===== src/rtl/pb_debounce_toggle.sv =====
// Push-button front end: 2-flop synchroniser, per-button debounce, press-to-toggle colour bits.
// Optional long-press clear of all colour bits is compiled in with `define PB_LONGPRESS_CLEAR_EN.
module pb_debounce_toggle #(
    parameter int N_BTN           = 3,
    parameter int DEBOUNCE_CYCLES = 1000000,
    parameter int LONG_CYCLES     = 100000000
) (
    input  logic             clk,
    input  logic             rst_n,
    input  logic [N_BTN-1:0] pb_in,
    output logic [N_BTN-1:0] db_level,
    output logic [N_BTN-1:0] press_pulse,
    output logic [N_BTN-1:0] led_rgb,
    output logic             long_clear
);

    localparam int CNT_W = (DEBOUNCE_CYCLES > 1) ? $clog2(DEBOUNCE_CYCLES) : 1;
    localparam logic [CNT_W-1:0] CNT_LAST = CNT_W'(DEBOUNCE_CYCLES - 1);

    logic [N_BTN-1:0] s1_q;
    logic [N_BTN-1:0] s2_q;
    logic [N_BTN-1:0] db_q;
    logic [N_BTN-1:0] db_d;
    logic [N_BTN-1:0] press_q;
    logic [N_BTN-1:0] press_d;
    logic [N_BTN-1:0] led_q;
    logic [N_BTN-1:0] led_d;
    logic [CNT_W-1:0] cnt_q [N_BTN];
    logic [CNT_W-1:0] cnt_d [N_BTN];
    logic             clear_d;

    always_ff @(posedge clk or negedge rst_n) begin
        if (!rst_n) begin
            s1_q <= '0;
            s2_q <= '0;
        end else begin
            s1_q <= pb_in;
            s2_q <= s1_q;
        end
    end

    // A level change is accepted only after DEBOUNCE_CYCLES consecutive differing samples;
    // any matching sample restarts the count.
    always_comb begin
        db_d    = db_q;
        press_d = '0;
        for (int i = 0; i < N_BTN; i++) begin
            cnt_d[i] = '0;
            if (s2_q[i] != db_q[i]) begin
                if (cnt_q[i] == CNT_LAST) begin
                    db_d[i]    = s2_q[i];
                    press_d[i] = s2_q[i];
                end else begin
                    cnt_d[i] = cnt_q[i] + 1'b1;
                end
            end
        end
        led_d = clear_d ? '0 : (led_q ^ press_d);
    end

    always_ff @(posedge clk or negedge rst_n) begin
        if (!rst_n) begin
            db_q    <= '0;
            press_q <= '0;
            led_q   <= '0;
            for (int i = 0; i < N_BTN; i++) begin
                cnt_q[i] <= '0;
            end
        end else begin
            db_q    <= db_d;
            press_q <= press_d;
            led_q   <= led_d;
            for (int i = 0; i < N_BTN; i++) begin
                cnt_q[i] <= cnt_d[i];
            end
        end
    end

`ifdef PB_LONGPRESS_CLEAR_EN
    localparam int HOLD_W = $clog2(LONG_CYCLES + 1);
    localparam logic [HOLD_W-1:0] HOLD_FIRE = HOLD_W'(LONG_CYCLES - 1);
    localparam logic [HOLD_W-1:0] HOLD_SAT  = HOLD_W'(LONG_CYCLES);

    logic [HOLD_W-1:0] hold_q [N_BTN];
    logic [HOLD_W-1:0] hold_d [N_BTN];
    logic              long_q;

    // Counters saturate one past the fire value so each hold clears exactly once.
    always_comb begin
        clear_d = 1'b0;
        for (int i = 0; i < N_BTN; i++) begin
            hold_d[i] = '0;
            if (db_q[i]) begin
                hold_d[i] = (hold_q[i] == HOLD_SAT) ? hold_q[i] : hold_q[i] + 1'b1;
            end
            if (hold_q[i] == HOLD_FIRE) begin
                clear_d = 1'b1;
            end
        end
    end

    always_ff @(posedge clk or negedge rst_n) begin
        if (!rst_n) begin
            long_q <= 1'b0;
            for (int i = 0; i < N_BTN; i++) begin
                hold_q[i] <= '0;
            end
        end else begin
            long_q <= clear_d;
            for (int i = 0; i < N_BTN; i++) begin
                hold_q[i] <= hold_d[i];
            end
        end
    end

    assign long_clear = long_q;
`else
    // The long-press threshold has no effect in this build.
    localparam bit LONG_ABOVE_DB = (LONG_CYCLES > DEBOUNCE_CYCLES);

    assign clear_d    = 1'b0;
    assign long_clear = 1'b0 & LONG_ABOVE_DB;
`endif

    assign db_level    = db_q;
    assign press_pulse = press_q;
    assign led_rgb     = led_q;

endmodule


===== config.mk =====
export PLATFORM = sky130hd
export DESIGN_NAME = pb_debounce_toggle
export DESIGN_NICKNAME = d
export VERILOG_FILES = /design/src/rtl/pb_debounce_toggle.sv
export SDC_FILE = /design/constraint.sdc
export NUM_CORES = 1
export LEC_CHECK = 0
export ABC_AREA = 1
export CAP_MARGIN = 30
export CORE_ASPECT_RATIO = 0.5
export CORE_UTILIZATION = 60
export DETAILED_ROUTE_END_ITERATION = 8
export PLACE_DENSITY = 0.83
export SYNTH_ARGS = -nofsm -noshare
export SYNTH_HDL_FRONTEND = slang
export SYNTH_SLANG_ARGS = --single-unit

===== constraint.sdc =====
create_clock -name clk -period 4.9 [get_ports clk]
set_clock_uncertainty 0.2 [all_clocks]
set_input_delay 0.49 -clock clk [delete_from_list [all_inputs] [get_ports clk]]
set_output_delay 0.49 -clock clk [all_outputs]
set_load 0.03 [all_outputs]

* Yosys cells after proc, flatten, opt, wreduce, memory -nomap -nowiden
Index checks and enable logic that the tools add are counted.
** Cells by class
- Add/subtract/negate cells :: 3
- Multiply operators :: 0
- Div/mod/pow operators :: 0
- Magnitude comparators :: 0
- Eq/ne operators :: 6
- Shift operators :: 0
- Multiplexer cells :: 12
- Bitwise gates (word level) :: 1
- Reductions and logical operators :: 3
** Operators by type and width (number)
- 20-bit two-way mux :: 6
- 20-bit by 1-bit adder with 20-bit output (second input constant) :: 3
- 20-bit == test (second input constant) :: 3
- 1-bit two-way mux :: 6
- 2-bit AND reduction :: 3
- 1-bit != test :: 3
- 3-bit bitwise XOR :: 1
** Word-level totals
- Register bits :: 75
- Bits in latches :: 0
- Memory bits (writable) :: 0
- ROM bits :: 0
- Word-level logic and storage cells :: 35
- Memories kept :: 0

* Longest topological paths before layout
Gate-level depths: netlist of the first run.
- Depth after elaboration :: 4
- Depth in mapped cells :: 9
- Depth with buffers taken out :: 9

* Worst setup path before layout of the first run
Ideal clock, no wire load.
- Path kind :: reg-to-reg
- Start :: register cnt_q[40] (netlist name)
- End :: register cnt_q[49] (netlist name)
- Setup time :: 0.120 ns
- Arrival time :: 1.220 ns
- Data required time :: 4.580 ns
- Setup slack :: 3.360 ns
- Stages on the path, launching flop included :: 9
- Buffers on the path :: 0
- Clock period less this slack :: 1.540 ns
- Path through :: dfrtp_1 -> ha_1 -> nand2_1 -> nor2_4 -> nand2_1 -> nor2_2 -> nand3_4 -> nand2_2 -> nor2_1
** RTL lines
- from (decl) :: line 28 : logic [CNT_W-1:0] cnt_q [N_BTN];
- from (signal, indexed assignment) :: line 74 : cnt_q[i] <= cnt_d[i];

* Worst setup path after layout of the first run
- Start :: register db_q[2], in the netlist db_level[2]
- End :: output db_level[2]
** RTL lines
- from (decl) :: line 22 : logic [N_BTN-1:0] db_q;
- from (signal assigned) :: line 63 : db_q <= '0;
- from (signal assigned) :: line 70 : db_q <= db_d;
- to (decl) :: line 11 : output logic [N_BTN-1:0] db_level,
No word-level cell between the ends.

==> impl_metrics.csv, run 1 <==
group,metric,value,unit
power_and_ir_drop,peakVddDrop,0.1834,mV
floorplanning,die_h,59.27,microns
worst_setup_path,critPathMaxFanout,5,
detailed_routing,wire_per_inst,12.22,microns
global_route,grt_pass1_wl,13260,microns
timing,layout_min_cycle_time,2.098,ns
yosys,synth_xor_area_share,6.010,%
min_path,hp-class,"primary input to async pin",
yosys,yosys.area.top_type,"dfrtp_1",
cells_and_area,drive_gt1_share,8.539,%
placed_design,placed_area,4165,sq um
timing,worst_slew_margin_rel,38.97,%
detailed_routing,post_drt_via_cell_ratio,5.172,
worst_setup_path,start_kind,"flop",
clock_tree,clock_sinks,75,
clock_tree,cts_buffer_depth,2,
timing,max_freq,476.7,MHz
worst_setup_path,end_kind,"output pin",
timing,rsz0062_at_grt,"no",
placed_design,io_buffers,13,
cells_and_area,finalNetCount,531,
clock_tree,hold_buffers,0,
yosys,synth_most_common_cell,"nor2_1",
placed_design,place_congestion,0.9013,
worst_setup_path,cp_num_buf_inv,1,
detailed_routing,dr.pass1.iters,4,
placed_design,place_hpwl,5383,microns
floorplanning,start_util,63.41,%
timing,drv_slew,0,
floorplanning,io_pins,15,
yosys,yosys_warnings,0,
floorplanning,coreArea,6206,sq um
floorplanning,dieArea,6906,sq um
timing,finalHoldViolations,0,
yosys,synth_area,3935,sq um
yosys,synthesis.instances,500,
cells_and_area,n_antenna_cell,0,
timing,setup_ws,2.802,ns
timing,setup_viol,0,
cells_and_area,multi_input_area,1844,sq um
cells_and_area,area_delta_synth_final,12.50,%
global_route,grt_pass1_vias,3120,
yosys,synth_fa_ha_area_share,0.9539,%
clock_tree,cts-htree-levels,3,
yosys,synth_edf_count,0,
detailed_routing,vias,3181,
clock_tree,worstSkewPairLatency,0.33,ns
yosys,ys_types,29,
worst_setup_path,crit_chain,"clkdlybuf4s50_1",
yosys,synth-seq-cells,75,
yosys,synthSimpleGateAreaFrac,36.72,%
clock_tree,cts-root-buf,"clkbuf_16",
detailed_routing,wl,7516,microns
floorplanning,die_w,116.5,microns
clock_tree,post-cts-setup-buffers,0,
cells_and_area,stdcell_area,4427,sq um
timing,finalCritPeriodShare,42.81,%
yosys,syn_avg_cell_area,7.870,sq um
global_route,overflow,0,
timing,worstMarginPinSlew,0.9155,ns
yosys,ys_seq_area_share,47.69,%
placed_design,place_ws,3.142,ns
timing,fin_setup_tns,0,ns
yosys,synth_common_cells,"115 x nor2_1, 99 x nand2_1, 75 x dfrtp_1",
yosys,synthMuxAreaShare,0,%
floorplanning,row_count,20,
clock_tree,cts-resized-gates,0,
clock_tree,cts_tree,"yes",
power_and_ir_drop,p_total,1.260,mW
power_and_ir_drop,power_leakage,1.918,nW
global_route,antenna_found_initial,0,
yosys,ys.flop_type,"dfrtp_1",
yosys,synth_top_cells_by_area,"dfrtp_1 48%, nor2_1 11%, nand2_1 9.4%, nand3_1 5.3%, inv_1 5.1%",
worst_setup_path,max_stage_delay,0.69,ns
clock_tree,numCtsBuffers,9,
worst_setup_path,required,4.21,ns
job,maxCapViolCount,0,
worst_setup_path,crit_path_top_delay_cell,"clkdlybuf4s50_1",
cells_and_area,ff_latch_area,1877,sq um
power_and_ir_drop,power_density,284.7,nW/um^2
clock_tree,path_clk_slew,0.05,ns
worst_setup_path,path_class,"flop to output pin",
worst_setup_path,cpLargestDelayFamily,"buffers and inverters",
detailed_routing,drt-initial-drc-count,234,
global_route,grt_usage,25.60,%
yosys,synth_top_area_share,47.69,%
cells_and_area,nFillCells,494,
yosys,synth_top_family_by_area,"simple AND/OR/NAND/NOR gates",
detailed_routing,ant_nets,0,
yosys,syn_nets,508,
worst_setup_path,worst_ep_arrival_time,1.41,ns
timing,fin_hold_ws,0.08704,ns
run_status,status,"complete, no violations",
detailed_routing,drc,0,
global_route,grt_max_degree,76,
yosys,ys_async_sr_fraction,100.0,%
yosys,synth_compound_area_share,3.084,%
-- logic make-up after synthesis --
| kind of cell | after synthesis |
|---|---|
| DFF | 75 |
| adders and majority gates | 3 |
| buffers and inverters | 56 |
| and+or+nand+nor | 314 |
| AOI/OAI and AO/OA | 24 |
| other | 1 |
| xor gates and xnor gates | 27 |
-- final cells by class --
cell class	instances	share of cell area, %
multi-input combinational	369	41.66
inverter	55	4.664
tap	88	2.487
timing repair buffer	13	2.883
clock buffer	12	5.568
sequential	75	42.40
clock inverter	3	0.3392
-- routing by layer --
| metal | vias to the layer above | share of wire, % | global-route usage, % |
|---|---|---|---|
| li1 | 1629 | - | - |
| met2 | 51 | 49 | 45.22 |
| met4 | 0 | 0.68 | 9.403 |
| met1 | 1494 | 46 | 29.60 |
| met3 | 7 | 4.2 | 8.487 |
| met5 | - | 0 | 0 |
-- cell usage in the layout (no fill, tap or decap), drive strengths merged, types with 2 or more instances in the layout --
cell	instances
clkbuf	12
nand4	13
nor2	129
clkinv	3
ha	3
a21oi	13
nand2	104
clkdlybuf4s50	12
dfrtp	75
o21ai	10
nand3	48
inv	55
xnor2	10
xor2	17
nor3b	2
nand3b	5
nor3	11
-- power by group --
group          total (mW)  internal [mW]  switching [mW]
combinational      0.0429         0.0113          0.0316
sequential          0.634          0.628         0.00547
clock               0.583          0.351           0.233
-- final timing paths --
check                      depth (start not counted)           to  slack (ns)        start
min reg2reg                                        0      s2_q[1]        0.15      s1_q[1]
min in group clk                                   0      s2_q[1]        0.15      s1_q[1]
max in group asynchronous                          1    cnt_q[28]        3.81        rst_n
max reg2reg                                        8    cnt_q[41]        3.14    cnt_q[40]
min                                                1    cnt_q[43]        0.09        rst_n
max                                                1  db_level[2]        2.80  db_level[2]
-- stage by stage --
| stage | instances | utilization, % |
|---|---|---|
| after CTS | 615 | 71.33 |
| after floorplan | 500 | - |
| after detailed placement | 600 | 67.12 |
| after global routing | 615 | 71.33 |
| after global placement | 600 | 67.12 |
| final | 615 | 71.33 |
-- flip-flops by register name (all words and copies together) (netlist names) --
name,count
press_pulse,3
s1_q,3
led_rgb,3
cnt_q,60
s2_q,3
db_level,3
Note: power is estimated with default switching activity, not from simulation.
==> run 2, diff against run 1 <==
Clock period 4.9 ns to 1.95 ns, I/O delays scaled along.
==> impl_metrics.csv, run 2 (synthesized netlist as in run 1, its figures left out) <==
group,metric,value,unit
cells_and_area,ff_latch_area,1877,sq um
placed_design,place_hpwl,5542,microns
detailed_routing,wl_met1,3425,microns
clock_tree,cts_buffer_depth,2,
worst_setup_path,start_kind,"flop",
detailed_routing,met2WireLength,3797,microns
timing,drv_slew,0,
global_route,grt_pass1_wl,13720,microns
detailed_routing,post_drt_via_cell_ratio,5.271,
clock_tree,worstSkewPairLatency,0.34,ns
cells_and_area,n_antenna_cell,0,
power_and_ir_drop,intPower,2.540,mW
detailed_routing,wire_per_inst,12.38,microns
placed_design,place_congestion,0.8606,
power_and_ir_drop,comb_power_share,3.5,%
cells_and_area,drive_gt1_share,9.023,%
global_route,grt_pass1_vias,3195,
worst_setup_path,critPathMaxFanout,5,
timing,fin_setup_tns,0,ns
timing,setup_viol,0,
worst_setup_path,worst_ep_arrival_time,1.43,ns
detailed_routing,ant_nets,0,
power_and_ir_drop,power_density,721.2,nW/um^2
clock_tree,numCtsBuffers,9,
placed_design,io_buffers,13,
timing,rsz0062_at_grt,"no",
worst_setup_path,cp-startpoint,"db_level[2]",
detailed_routing,drt-initial-drc-count,156,
clock_tree,cts_tree,"yes",
clock_tree,clock_sinks,75,
cells_and_area,layout_common_cells,"115 x nor2_1, 99 x nand2_1, 75 x dfrtp_1",
floorplanning,dieArea,6906,sq um
power_and_ir_drop,peakVddDrop,0.4103,mV
floorplanning,die_w,116.5,microns
worst_setup_path,end_kind,"output pin",
power_and_ir_drop,swShare,21.24,%
global_route,antenna_found_initial,0,
clock_tree,cts-root-buf,"clkbuf_16",
cells_and_area,area_delta_synth_final,13.64,%
worst_setup_path,cpLargestDelayFamily,"buffers and inverters",
detailed_routing,highest_layer,"met4",
cells_and_area,multi_input_area,1844,sq um
cells_and_area,top_register,"cnt_q",
worst_setup_path,reg2reg_from,"cnt_q[0]",
power_and_ir_drop,pwr-share-seq,49.4,%
job,maxCapViolCount,0,
clock_tree,cts-htree-levels,3,
detailed_routing,drc,0,
worst_setup_path,path_class,"flop to output pin",
global_route,overflow,0,
global_route,grt_usage,26.62,%
timing,max_freq,548.4,MHz
worst_setup_path,required,1.55,ns
floorplanning,io_pins,15,
worst_setup_path,crit_end,"db_level[2]",
worst_setup_path,crit_path_top_delay_cell,"clkdlybuf4s50_1",
power_and_ir_drop,power.clock.fraction,47.1,%
detailed_routing,vias,3268,
worst_setup_path,cp.depth,1,
run_status,status,"complete, no violations",
worst_setup_path,max_stage_delay,0.70,ns
global_route,grt_max_degree,39,
cells_and_area,nFillCells,515,
cells_and_area,largest_register_ffs,60,
floorplanning,die_h,59.27,microns
clock_tree,path_clk_slew,0.05,ns
worst_setup_path,rr_endpoint,"cnt_q[14]",
detailed_routing,route.met3.wl,314,microns
floorplanning,start_util,63.41,%
worst_setup_path,r2r_slack,0.24,ns
timing,finalCritPeriodShare,93.52,%
power_and_ir_drop,power_leakage,1.941,nW
clock_tree,post-cts-setup-buffers,0,
timing,layout_min_cycle_time,1.824,ns
min_path,hp-class,"primary input to flop",
power_and_ir_drop,p_switching,0.6851,mW
detailed_routing,dr.pass1.iters,5,
floorplanning,row_count,20,
worst_setup_path,crit_chain,"clkdlybuf4s50_1",
timing,fin_hold_ws,0.09735,ns
cells_and_area,finalNetCount,535,
floorplanning,coreArea,6206,sq um
cells_and_area,final_common_cell,"nor2_1",
detailed_routing,wl,7676,microns
clock_tree,cts-resized-gates,0,
worst_setup_path,reg2reg_depth,8,
timing,finalHoldViolations,0,
worst_setup_path,cp_num_buf_inv,1,
[run 2: metal layers]
metal | vias up | global-route usage, %
met5 | - | 0
met4 | 0 | 10.67
met3 | 17 | 8.487
met2 | 69 | 46.66
met1 | 1537 | 30.92
li1 | 1645 | -
[run 2: layout make-up]
class                      count  area share, %
sequential                    75          41.97
multi-input combinational    369          41.24
tap                           88          2.462
timing repair buffer          17          3.581
clock buffer                  14          5.904
inverter                      55          4.617
clock inverter                 2         0.2238
[run 2: through the flow]
stage	total power, mW	worst slack [ns]	std cells	instance area [sq um]	util (%)
2_1_floorplan	1.677	0.4104	500	3935	-
3_3_place_gp	1.732	0.2756	603	4188	67.48
3_5_place_dp	1.735	0.2354	603	4188	67.48
4_1_cts	3.264	0.1128	620	4472	72.06
5_1_grt	3.355	0.07434	620	4472	72.06
6_report	3.225	0.1264	620	4472	72.06
[run 2: worst min-delay path by stage]
stage                     startpoint          to  slack [ns]  cells past startpoint
after floorplan                rst_n    cnt_q[0]       -0.30                      0
after global placement         rst_n   cnt_q[59]       -0.02                      1
after detailed placement       rst_n  led_rgb[0]       -0.02                      1
after CTS                   pb_in[0]     s1_q[0]        0.09                      1
after global routing        pb_in[0]     s1_q[0]        0.09                      1
final                       pb_in[0]     s1_q[0]         0.1                      1
[run 2: power by group through the flow]
stage | clock network (mW) | logic [mW] | registers [mW]
after detailed placement | 0 | 0.116 | 1.62
after CTS | 1.55 | 0.118 | 1.59
after global routing | 1.63 | 0.135 | 1.59
final | 1.52 | 0.114 | 1.59
after global placement | 0 | 0.114 | 1.62
after floorplan | 0 | 0.0606 | 1.62
[run 2: repair_timing]
item | in CTS | in global routing
endpoints found under the setup margin | 0 | 0
hold endpoints to repair | 35 | 0
hold buffers | 1 | 0
